## src/rtl/dl_pkg.sv

```systemverilog
// Shared types for the download loader: queued write entry, byte-enable codes and request FSM states.
package dl_pkg;

  localparam logic [1:0] DS_BOTH = 2'b11;
  localparam logic [1:0] DS_LO   = 2'b01;
  localparam logic [1:0] DS_HI   = 2'b10;

  typedef struct packed {
    logic [22:0] addr;
    logic [1:0]  ds;
    logic [15:0] data;
  } dl_entry_t;

  typedef enum logic {
    IDLE = 1'b0,
    WAIT = 1'b1
  } dl_state_e;

  function automatic dl_entry_t mk_entry(input logic [22:0] addr, input logic [1:0] ds,
                                         input logic [7:0] hi, input logic [7:0] lo);
    dl_entry_t e;
    e.addr = addr;
    e.ds   = ds;
    e.data = {hi, lo};
    return e;
  endfunction

endpackage

```

## src/rtl/dl_fifo.sv

```systemverilog
// Registered FIFO of write entries; a push alongside a pop is accepted even when full,
// a push while full without a pop is ignored (the caller flags it).
module dl_fifo
  import dl_pkg::*;
#(
  parameter int unsigned DEPTH = 4
) (
  input  logic      clk,
  input  logic      init_n,
  input  logic      push,
  input  dl_entry_t din,
  input  logic      pop,
  output logic      full,
  output logic      empty,
  output dl_entry_t head
);

  localparam int unsigned PW = $clog2(DEPTH);

  dl_entry_t       mem_q [DEPTH];
  logic [PW:0]     wr_ptr_q, wr_ptr_d;
  logic [PW:0]     rd_ptr_q, rd_ptr_d;
  logic            do_push, do_pop;

  assign empty   = (wr_ptr_q == rd_ptr_q);
  assign full    = (wr_ptr_q[PW] != rd_ptr_q[PW]) && (wr_ptr_q[PW-1:0] == rd_ptr_q[PW-1:0]);
  assign do_pop  = pop && !empty;
  assign do_push = push && (!full || do_pop);
  assign head    = mem_q[rd_ptr_q[PW-1:0]];

  always_comb begin
    wr_ptr_d = wr_ptr_q;
    rd_ptr_d = rd_ptr_q;
    if (do_push) wr_ptr_d = wr_ptr_q + 1'b1;
    if (do_pop)  rd_ptr_d = rd_ptr_q + 1'b1;
  end

  always_ff @(posedge clk or negedge init_n) begin
    if (!init_n) begin
      wr_ptr_q <= '0;
      rd_ptr_q <= '0;
    end else begin
      wr_ptr_q <= wr_ptr_d;
      rd_ptr_q <= rd_ptr_d;
    end
  end

  // Storage needs no reset: the pointers define which slots are meaningful.
  always_ff @(posedge clk) begin
    if (do_push) mem_q[wr_ptr_q[PW-1:0]] <= din;
  end

endmodule

```

## src/rtl/sdram_dl_loader.sv

```systemverilog
// Packs the byte-wide ROM download stream into 16-bit writes with byte enables, queues them,
// and issues them to the SDRAM controller over its toggle request/acknowledge port.
module sdram_dl_loader
  import dl_pkg::*;
#(
  parameter int unsigned       ADDR_W     = 23,
  parameter int unsigned       FIFO_DEPTH = 4,
  parameter logic [7:0]        INDEX      = 8'd0,
  parameter logic [ADDR_W-1:0] BASE       = '0
) (
  input  logic        clk,
  input  logic        init_n,
  input  logic        ioctl_downl,
  input  logic [7:0]  ioctl_index,
  input  logic        ioctl_wr,
  input  logic [24:0] ioctl_addr,
  input  logic [7:0]  ioctl_dout,
  output logic        port1_req,
  input  logic        port1_ack,
  output logic        port1_we,
  output logic [22:0] port1_a,
  output logic [1:0]  port1_ds,
  output logic [15:0] port1_d,
  output logic        busy,
  output logic        done,
  output logic        overflow
);

  logic              dl_hit, dl_q, dl_rise, dl_fall, accept;
  logic [ADDR_W-1:0] waddr;
  logic              unused_addr_bits;

  logic              pend_q, pend_d;
  logic [ADDR_W-1:0] pend_addr_q, pend_addr_d;
  logic [7:0]        pend_lo_q, pend_lo_d;

  logic              push_vld;
  dl_entry_t         push_dat;
  logic              fifo_full, fifo_empty, fifo_pop;
  dl_entry_t         fifo_head;

  dl_state_e         state_q, state_d;
  logic              issue;
  logic              req_q, req_d;
  logic [22:0]       a_q, a_d;
  logic [1:0]        ds_q, ds_d;
  logic [15:0]       d_q, d_d;

  logic              ovf_q, ovf_d;
  logic              busy_q, busy_d;
  logic              done_q, done_d;
  logic              seen_q, seen_d;

  assign dl_hit  = ioctl_downl && (ioctl_index == INDEX);
  assign accept  = ioctl_wr && dl_hit;
  assign dl_rise = dl_hit && !dl_q;
  assign dl_fall = !dl_hit && dl_q;
  assign waddr   = BASE + ioctl_addr[ADDR_W:1];
  assign unused_addr_bits = ^ioctl_addr;

  // Byte packing: at most one word is produced per cycle.
  always_comb begin
    pend_d      = pend_q;
    pend_addr_d = pend_addr_q;
    pend_lo_d   = pend_lo_q;
    push_vld    = 1'b0;
    push_dat    = '0;
    if (dl_fall && pend_q) begin
      push_vld = 1'b1;
      push_dat = mk_entry(23'(pend_addr_q), DS_LO, 8'h00, pend_lo_q);
      pend_d   = 1'b0;
    end else if (accept) begin
      if (!ioctl_addr[0]) begin
        if (pend_q) begin
          push_vld = 1'b1;
          push_dat = mk_entry(23'(pend_addr_q), DS_LO, 8'h00, pend_lo_q);
        end
        pend_d      = 1'b1;
        pend_addr_d = waddr;
        pend_lo_d   = ioctl_dout;
      end else if (pend_q && (pend_addr_q == waddr)) begin
        push_vld = 1'b1;
        push_dat = mk_entry(23'(waddr), DS_BOTH, ioctl_dout, pend_lo_q);
        pend_d   = 1'b0;
      end else begin
        push_vld = 1'b1;
        push_dat = mk_entry(23'(waddr), DS_HI, ioctl_dout, 8'h00);
      end
    end
  end

  dl_fifo #(
    .DEPTH (FIFO_DEPTH)
  ) u_fifo (
    .clk    (clk),
    .init_n (init_n),
    .push   (push_vld),
    .din    (push_dat),
    .pop    (fifo_pop),
    .full   (fifo_full),
    .empty  (fifo_empty),
    .head   (fifo_head)
  );

  // The head is copied into the port registers at issue, so its slot frees immediately and
  // the queue holds FIFO_DEPTH further words behind the outstanding request.
  assign issue    = (state_q == IDLE) && !fifo_empty;
  assign fifo_pop = issue;

  always_comb begin
    state_d = state_q;
    case (state_q)
      IDLE:    if (!fifo_empty) state_d = WAIT;
      WAIT:    if (port1_ack == req_q) state_d = IDLE;
      default: state_d = IDLE;
    endcase
  end

  always_comb begin
    req_d = req_q;
    a_d   = a_q;
    ds_d  = ds_q;
    d_d   = d_q;
    if (issue) begin
      req_d = ~req_q;
      a_d   = fifo_head.addr;
      ds_d  = fifo_head.ds;
      d_d   = fifo_head.data;
    end
  end

  always_comb begin
    ovf_d = ovf_q;
    if (dl_rise) ovf_d = 1'b0;
    if (push_vld && fifo_full && !fifo_pop) ovf_d = 1'b1;
    busy_d = dl_hit || !fifo_empty || push_vld || pend_q || (state_d == WAIT);
    done_d = seen_q && !dl_hit && fifo_empty && !push_vld && !pend_q && (state_q == IDLE);
    seen_d = (seen_q && !done_d) || dl_hit;
  end

  always_ff @(posedge clk or negedge init_n) begin
    if (!init_n) begin
      state_q     <= IDLE;
      req_q       <= 1'b0;
      a_q         <= '0;
      ds_q        <= '0;
      d_q         <= '0;
      dl_q        <= 1'b0;
      pend_q      <= 1'b0;
      pend_addr_q <= '0;
      pend_lo_q   <= '0;
      ovf_q       <= 1'b0;
      busy_q      <= 1'b0;
      done_q      <= 1'b0;
      seen_q      <= 1'b0;
    end else begin
      state_q     <= state_d;
      req_q       <= req_d;
      a_q         <= a_d;
      ds_q        <= ds_d;
      d_q         <= d_d;
      dl_q        <= dl_hit;
      pend_q      <= pend_d;
      pend_addr_q <= pend_addr_d;
      pend_lo_q   <= pend_lo_d;
      ovf_q       <= ovf_d;
      busy_q      <= busy_d;
      done_q      <= done_d;
      seen_q      <= seen_d;
    end
  end

  assign port1_req = req_q;
  assign port1_we  = 1'b1;
  assign port1_a   = a_q;
  assign port1_ds  = ds_q;
  assign port1_d   = d_q;
  assign busy      = busy_q;
  assign done      = done_q;
  assign overflow  = ovf_q;

endmodule

```

## config.mk

```make
export PLATFORM = sky130hd
export DESIGN_NAME = sdram_dl_loader
export DESIGN_NICKNAME = d
export VERILOG_FILES = /design/src/rtl/dl_pkg.sv /design/src/rtl/dl_fifo.sv /design/src/rtl/sdram_dl_loader.sv
export SDC_FILE = /design/constraint.sdc
export NUM_CORES = 1
export LEC_CHECK = 0
export CAP_MARGIN = 40
export CELL_PAD_IN_SITES_DETAIL_PLACEMENT = 0
export CELL_PAD_IN_SITES_GLOBAL_PLACEMENT = 1
export CORE_UTILIZATION = 45
export CTS_BUF_LIST = sky130_fd_sc_hd__clkbuf_4 sky130_fd_sc_hd__clkbuf_8 sky130_fd_sc_hd__clkbuf_16
export CTS_CLUSTER_DIAMETER = 30
export CTS_CLUSTER_SIZE = 40
export DETAILED_ROUTE_END_ITERATION = 10
export PLACE_DENSITY_LB_ADDON = 0.1
export SKIP_LAST_GASP = 1
export SYNTH_ARGS = -nofsm -noshare
export SYNTH_HDL_FRONTEND = slang
export SYNTH_SLANG_ARGS = --single-unit
```

## constraint.sdc

```tcl
create_clock -name clk -period 2.4 [get_ports clk]
set_input_delay 0.24 -clock clk [delete_from_list [all_inputs] [get_ports clk]]
set_output_delay 0.24 -clock clk [all_outputs]
set_load 0.005 [all_outputs]
```

**Word-level counts from Yosys, hierarchy flattened**

Memories as Yosys holds them, arrays and structs flattened. A register that Yosys moved wholly into a read port is not among the register bits.
Index checks and enable logic that the tools add are counted.

- Bits in registers: 45
- Memory bits (writable): 164
- Input bits: 46
- Output and inout bits: 46
- Logic and storage cells: 83
- Memories kept: 1

Memory list:

| name | words | width | rd ports | clocked after memory_dff | write ports | RTL line | text |
|---|---|---|---|---|---|---|---|
| u_fifo.mem_q | 4 | 41 | 1 | 1 | 1 | dl_fifo.sv:20 | `dl_entry_t mem_q [DEPTH];` |

- $add $sub $neg: 2
- Equality and inequality tests: 6
- Multiplexer cells: 20
- Bitwise logic cells: 4
- Reduce and logical (&&, ||, !) cells: 38

Operators by type and width:

| operator | count |
|---|---|
| $mux 41 | 4 |
| $eq 23x23->1 | 1 |
| $logic_and 1x1->1 | 18 |
| $mux 17 | 1 |
| $mux 1 | 14 |
| $logic_not 1->1 | 9 |
| $logic_not 8->1 | 1 |
| $add 3x1->3 const B | 2 |
| $logic_or 1x1->1 | 6 |
| $not 1->1 | 4 |
| $reduce_bool 2->1 | 2 |
| $eq 3x3->1 | 1 |
| $ne 3x1->1 const B | 1 |
| $reduce_and 3->1 | 1 |
| $eq 2x2->1 | 1 |
| $pmux 1 s2 | 1 |
| $reduce_and 2->1 | 1 |
| $eq 1x1->1 | 1 |
| $ne 1x1->1 | 1 |

**Longest topological paths before layout**

Gate-level depths: netlist of run 1.

- Word-level depth: 13
- Gate-level depth with buffers: 6

**Cells and area by module**

From an unflattened synthesis of run 1, not the netlist that was laid out.

- Cell total of the unflattened synthesis: 558
- Area total of the unflattened synthesis: 10179.8 sq um

By module, submodules not included:

| module | instances | cells an instance | area an instance (sq um) | seq. area each (sq um) |
|---|---|---|---|---|
| dl_fifo | 1 | 261 | 6353.6 | 5074.9 |
| sdram_dl_loader | 1 | 297 | 3826.2 | 2001.9 |

**Worst setup path before layout of run 1**

OpenSTA, ideal clock, no wires.

- Kind: input to register
- Start: input port ioctl_index[1]
- End: memory u_fifo.mem_q[3][0] (netlist bit) (enable)
- Library setup time: 0.404 ns
- Arrival: 2.128 ns
- Setup slack: -0.132 ns
- Stages: 5
- Cells stage by stage: nor4b_2 and4_1 buf_2 o31a_2 and2_1

- Word-level cells in the longest chain between the ends: 9
- Elaborated cells on any way between the ends: 11

Ends and longest elaborated chain:

| element | RTL line | text |
|---|---|---|
| start: declaration | sdram_dl_loader.sv:14 | `input logic [7:0] ioctl_index,` |
| $logic_not 8->1 (*) | sdram_dl_loader.sv:54 | `assign dl_hit = ioctl_downl && (ioctl_index == INDEX);` |
| $logic_and 1x1->1 (*) | sdram_dl_loader.sv:54 |  |
| $logic_not 1->1 | sdram_dl_loader.sv:57 | `assign dl_fall = !dl_hit && dl_q;` |
| $logic_and 1x1->1 | sdram_dl_loader.sv:57 |  |
| $logic_and 1x1->1 | sdram_dl_loader.sv:68 | `if (dl_fall && pend_q) begin` |
| $mux 1 (*) | sdram_dl_loader.sv:68 |  |
| $logic_and 1x1->1 (*) | dl_fifo.sv:28 | `assign do_push = push && (!full \|\| do_pop);` |
| $mux 1 (*) | dl_fifo.sv:50 | `if (do_push) mem_q[wr_ptr_q[PW-1:0]] <= din;` |
| $mux 1 (implied by the code) (*) | dl_fifo.sv:50 |  |
| end: declaration | dl_fifo.sv:20 |  |

Every way passes the cells marked *; elsewhere a longest branch is shown, timed or not.

==> results of run 1 <==
-- metrics by stage --
stage / cell area (µm²) / hold slack (ps) / TNS (ps)
after floorplan: 10000 / -55.6 / 0
after global placement: 11500 / 241 / -681
final: 13300 / 236 / 0
after detailed placement: 11500 / 255 / -691
after global routing: 13300 / 283 / 0
after CTS: 13300 / 245 / 0
-- what timing repair did --
action	CTS	global route
setup buffers	0	0
gates resized for setup	0	0
hold endpoints to repair	32	0
hold buffers	1	0
-- registers in the layout, indices dropped and copies added (netlist names), 2 cells and up --
signal and count:
u_fifo.wr_ptr_q 3, pend_addr_q 23, port1_d 16, port1_ds 2
pend_lo_q 8, u_fifo.rd_ptr_q 3, port1_a 23, u_fifo.mem_q 164
-- power groups by stage --
| stage | registers (µW) | logic (µW) | clock network (µW) |
|---|---|---|---|
| floorplan | 5320 | 1480 | 0 |
| CTS | 5280 | 2720 | 7190 |
| global route | 5340 | 2880 | 7410 |
| detailed placement | 5350 | 2700 | 0 |
| global placement | 5330 | 2670 | 0 |
| finish | 5270 | 2640 | 7060 |
-- layout by cell type (no fill, tap or decap), types with 2 or more instances in the layout --
| cell | n |
|---|---|
| buf_4 | 30 |
| clkinvlp_4 | 10 |
| and2_2 | 4 |
| xnor2_2 | 2 |
| inv_1 | 4 |
| edfxtp_1 | 164 |
| nor4_1 | 2 |
| dfrtp_2 | 2 |
| mux4_2 | 41 |
| dfrtp_1 | 84 |
| buf_12 | 8 |
| nand3_1 | 3 |
| nand4_1 | 7 |
| xnor2_1 | 27 |
| a22o_1 | 23 |
| o21ai_0 | 3 |
| clkdlybuf4s50_1 | 88 |
| ha_1 | 5 |
| clkinv_1 | 2 |
| mux2_1 | 4 |
| clkbuf_8 | 2 |
| bufinv_16 | 8 |
| clkbuf_16 | 51 |
| mux2_2 | 69 |
| nor2_1 | 4 |
| nand2_1 | 6 |
| clkinv_2 | 6 |
| a21boi_0 | 8 |
| and4_1 | 2 |
| clkinv_4 | 5 |
| xor2_1 | 4 |
| and2_1 | 8 |
| clkbuf_4 | 8 |
-- cell families (layout without fill, tap and decap cells) --
family | count (synthesis) | after routing
adder cells (fa/ha/maj) | 5 | 5
AND/OR/NAND/NOR | 47 | 47
XOR/XNOR | 33 | 33
flip-flops | 250 | 250
other | 1 | 1
buffers and inverters | 29 | 224
AO/OA/AOI/OAI | 43 | 43
multiplexers | 114 | 114
-- worst max-delay path, cell delays in order, from the launching register on --
cell,delay (ps)
dfrtp_1,400
xnor2_1,230
nand4_1,130
nor4_1,310
buf_4,160
nand3_1,80
buf_4,190
a21boi_0,350
buf_4,200
-- layout make-up --
type / count / area [µm²] / share of cell area
Sequential cell: 250 / 7080 / 0.533
Inverter: 4 / 15.0 / 0.00113
Multi-Input combinational cell: 243 / 2790 / 0.210
Clock buffer: 61 / 1360 / 0.103
Timing Repair Buffer: 127 / 1280 / 0.0961
Tap cell: 280 / 350 / 0.0264
Clock inverter: 32 / 405 / 0.0305
-- routing by layer --
layer | GRT usage | share of wire | up-vias
met4 | 0.0760 | 0.022 | 0
met5 | 0 | 0 | -
met2 | 0.308 | 0.50 | 146
met3 | 0.0401 | 0.043 | 32
li1 | - | - | 2389
met1 | 0.244 | 0.43 | 2692
-- worst max path at each step --
stage                          from                 end  cells after the start
detailed placement   ioctl_index[4]  u_fifo.mem_q[3][1]                      8
global placement     ioctl_index[4]  u_fifo.mem_q[0][1]                      8
CTS                 pend_addr_q[11]  u_fifo.mem_q[2][3]                      8
finish              pend_addr_q[11]  u_fifo.mem_q[1][1]                      8
global route        pend_addr_q[18]  u_fifo.mem_q[1][1]                      8
floorplan            ioctl_index[1]  u_fifo.mem_q[3][0]                      5
==> metrics.csv, run 1 <==
metric,value,unit
crit_type,reg -> reg,
synth_top_family_by_area,multiplexers,
status,"finished, final reports clean",
p_comb_frac,0.176,
worst_slew_pin_slew,509,ps
fin_ws,221,ps
gp_congestion,0.760,
synth_ff_type,edfxtp_1,
finish.utilization,0.609,
rrSetupSlack,220,ps
drt-total-wl,20.2,mm
synthCells,522,
synth_area_leaders,"edfxtp_1 (49%), dfrtp_1 (21%), mux4_2 (9.2%)",
pre_cts_slack,-89.8,ps
die_h,151,µm
vias,5259,
clk_pin_slew_worst_paths,50,ps
drv_slew,0,
internal-power,11500,µW
ys_types,46,
synth_seq_cells,250,
cts_root_buffer,clkbuf_16,
cp_max_fo,9,
yosysTopAreaCellShare,0.492,
hold_viol_final,0,
worstRegToRegCells,8,
start_util,0.459,
grt_remaining_overflow,0,
seq_power_share,0.352,
port_buffers,89,
setup_viol,0,
antenna_found_initial,0,
die-area,22900,µm²
synth-edff-count,164,
clock-sinks,250,
reg2reg_to,u_fifo.mem_q[1][1],
wl_per_cell,20.3,µm
p_total,15000,µW
yosysSeqAreaShare,0.707,
cts_tree,built,
rsz0062_at_grt,false,
final_layout_size_suffix_gt1_frac,0.357,
swShare,0.234,
power_density,1130,nW/µm²
die_width,151,µm
area_delta_synth_final,32.6,%
period_share,0.908,
vias_per_cell,5.27,
fill_cells,1574,
yosysTopAreaCell,edfxtp_1,
avgSynthCellArea,19.2,µm²
required,2790,ps
syn-num-nets,573,
p_leak,0.00463,µW
yosysWarnings,0,
insertedDiodeCount,0,
synthAdderAreaFrac,0.00625,
max_freq,459,MHz
dp_cells,903,
reg2reg_from,pend_addr_q[11],
cts_buffer_depth,3,
maxCapViolations,0,
netSwitchingPower,3500,µW
track_usage,0.188,
clk_latency,530,ps
coreArea,21800,µm²
slew_headroom,0.661,
crit_path_start_kind,flip-flop,
numCtsBuffers,50,
hold_path.class,in -> async,
ir_drop,577,µV
synth_most_common_cell,edfxtp_1,
final.min_clock_period,2180,ps
postRouteAntennaNets,0,
arrival,2570,ps
synth_top_cells_by_count,"edfxtp_1 (164), dfrtp_1 (86), mux2_2 (69), mux4_2 (41), xnor2_1 (27)",
synth_xor_area_frac,0.0304,
final_cells,997,
muxShareOfSynthArea,0.174,
async_flop_share,0.344,
synth_compound_area_frac,0.0361,
grt_pass1_wl,31.4,mm
rows,54,
grt_max_degree,55,
drc,0,
h-tree-depth,2,
drtPass1Iterations,4,
grt_pass1_vias,5666,
synth-simple-area-share,0.0307,
cp-end-kind,flip-flop,
clkPwrFrac,0.472,
num_io_pins,92,
drt_iter0_drc,224,
hpwlAfterDp,12.6,mm
fin_skew,13.5,ps
syn_area,10000,µm²
final_nets,727,
Power figures use the tool's default switching activity.
==> run 2: changes to the inputs <==
--- a/config.mk
+++ b/config.mk
@@ -14,6 +14,7 @@
 export CTS_CLUSTER_SIZE = 40
 export DETAILED_ROUTE_END_ITERATION = 10
 export PLACE_DENSITY_LB_ADDON = 0.1
+export SKIP_CTS_REPAIR_TIMING = 1
 export SKIP_LAST_GASP = 1
 export SYNTH_ARGS = -nofsm -noshare
 export SYNTH_HDL_FRONTEND = slang
==> results of run 2 <==
No change in the layout: final DEF, timing and power equal those of run 1.
Among the figures that moved: wire length of the first global-routing pass 31400 µm -> 31300 µm; via count of the first global-routing pass 5666 -> 5654
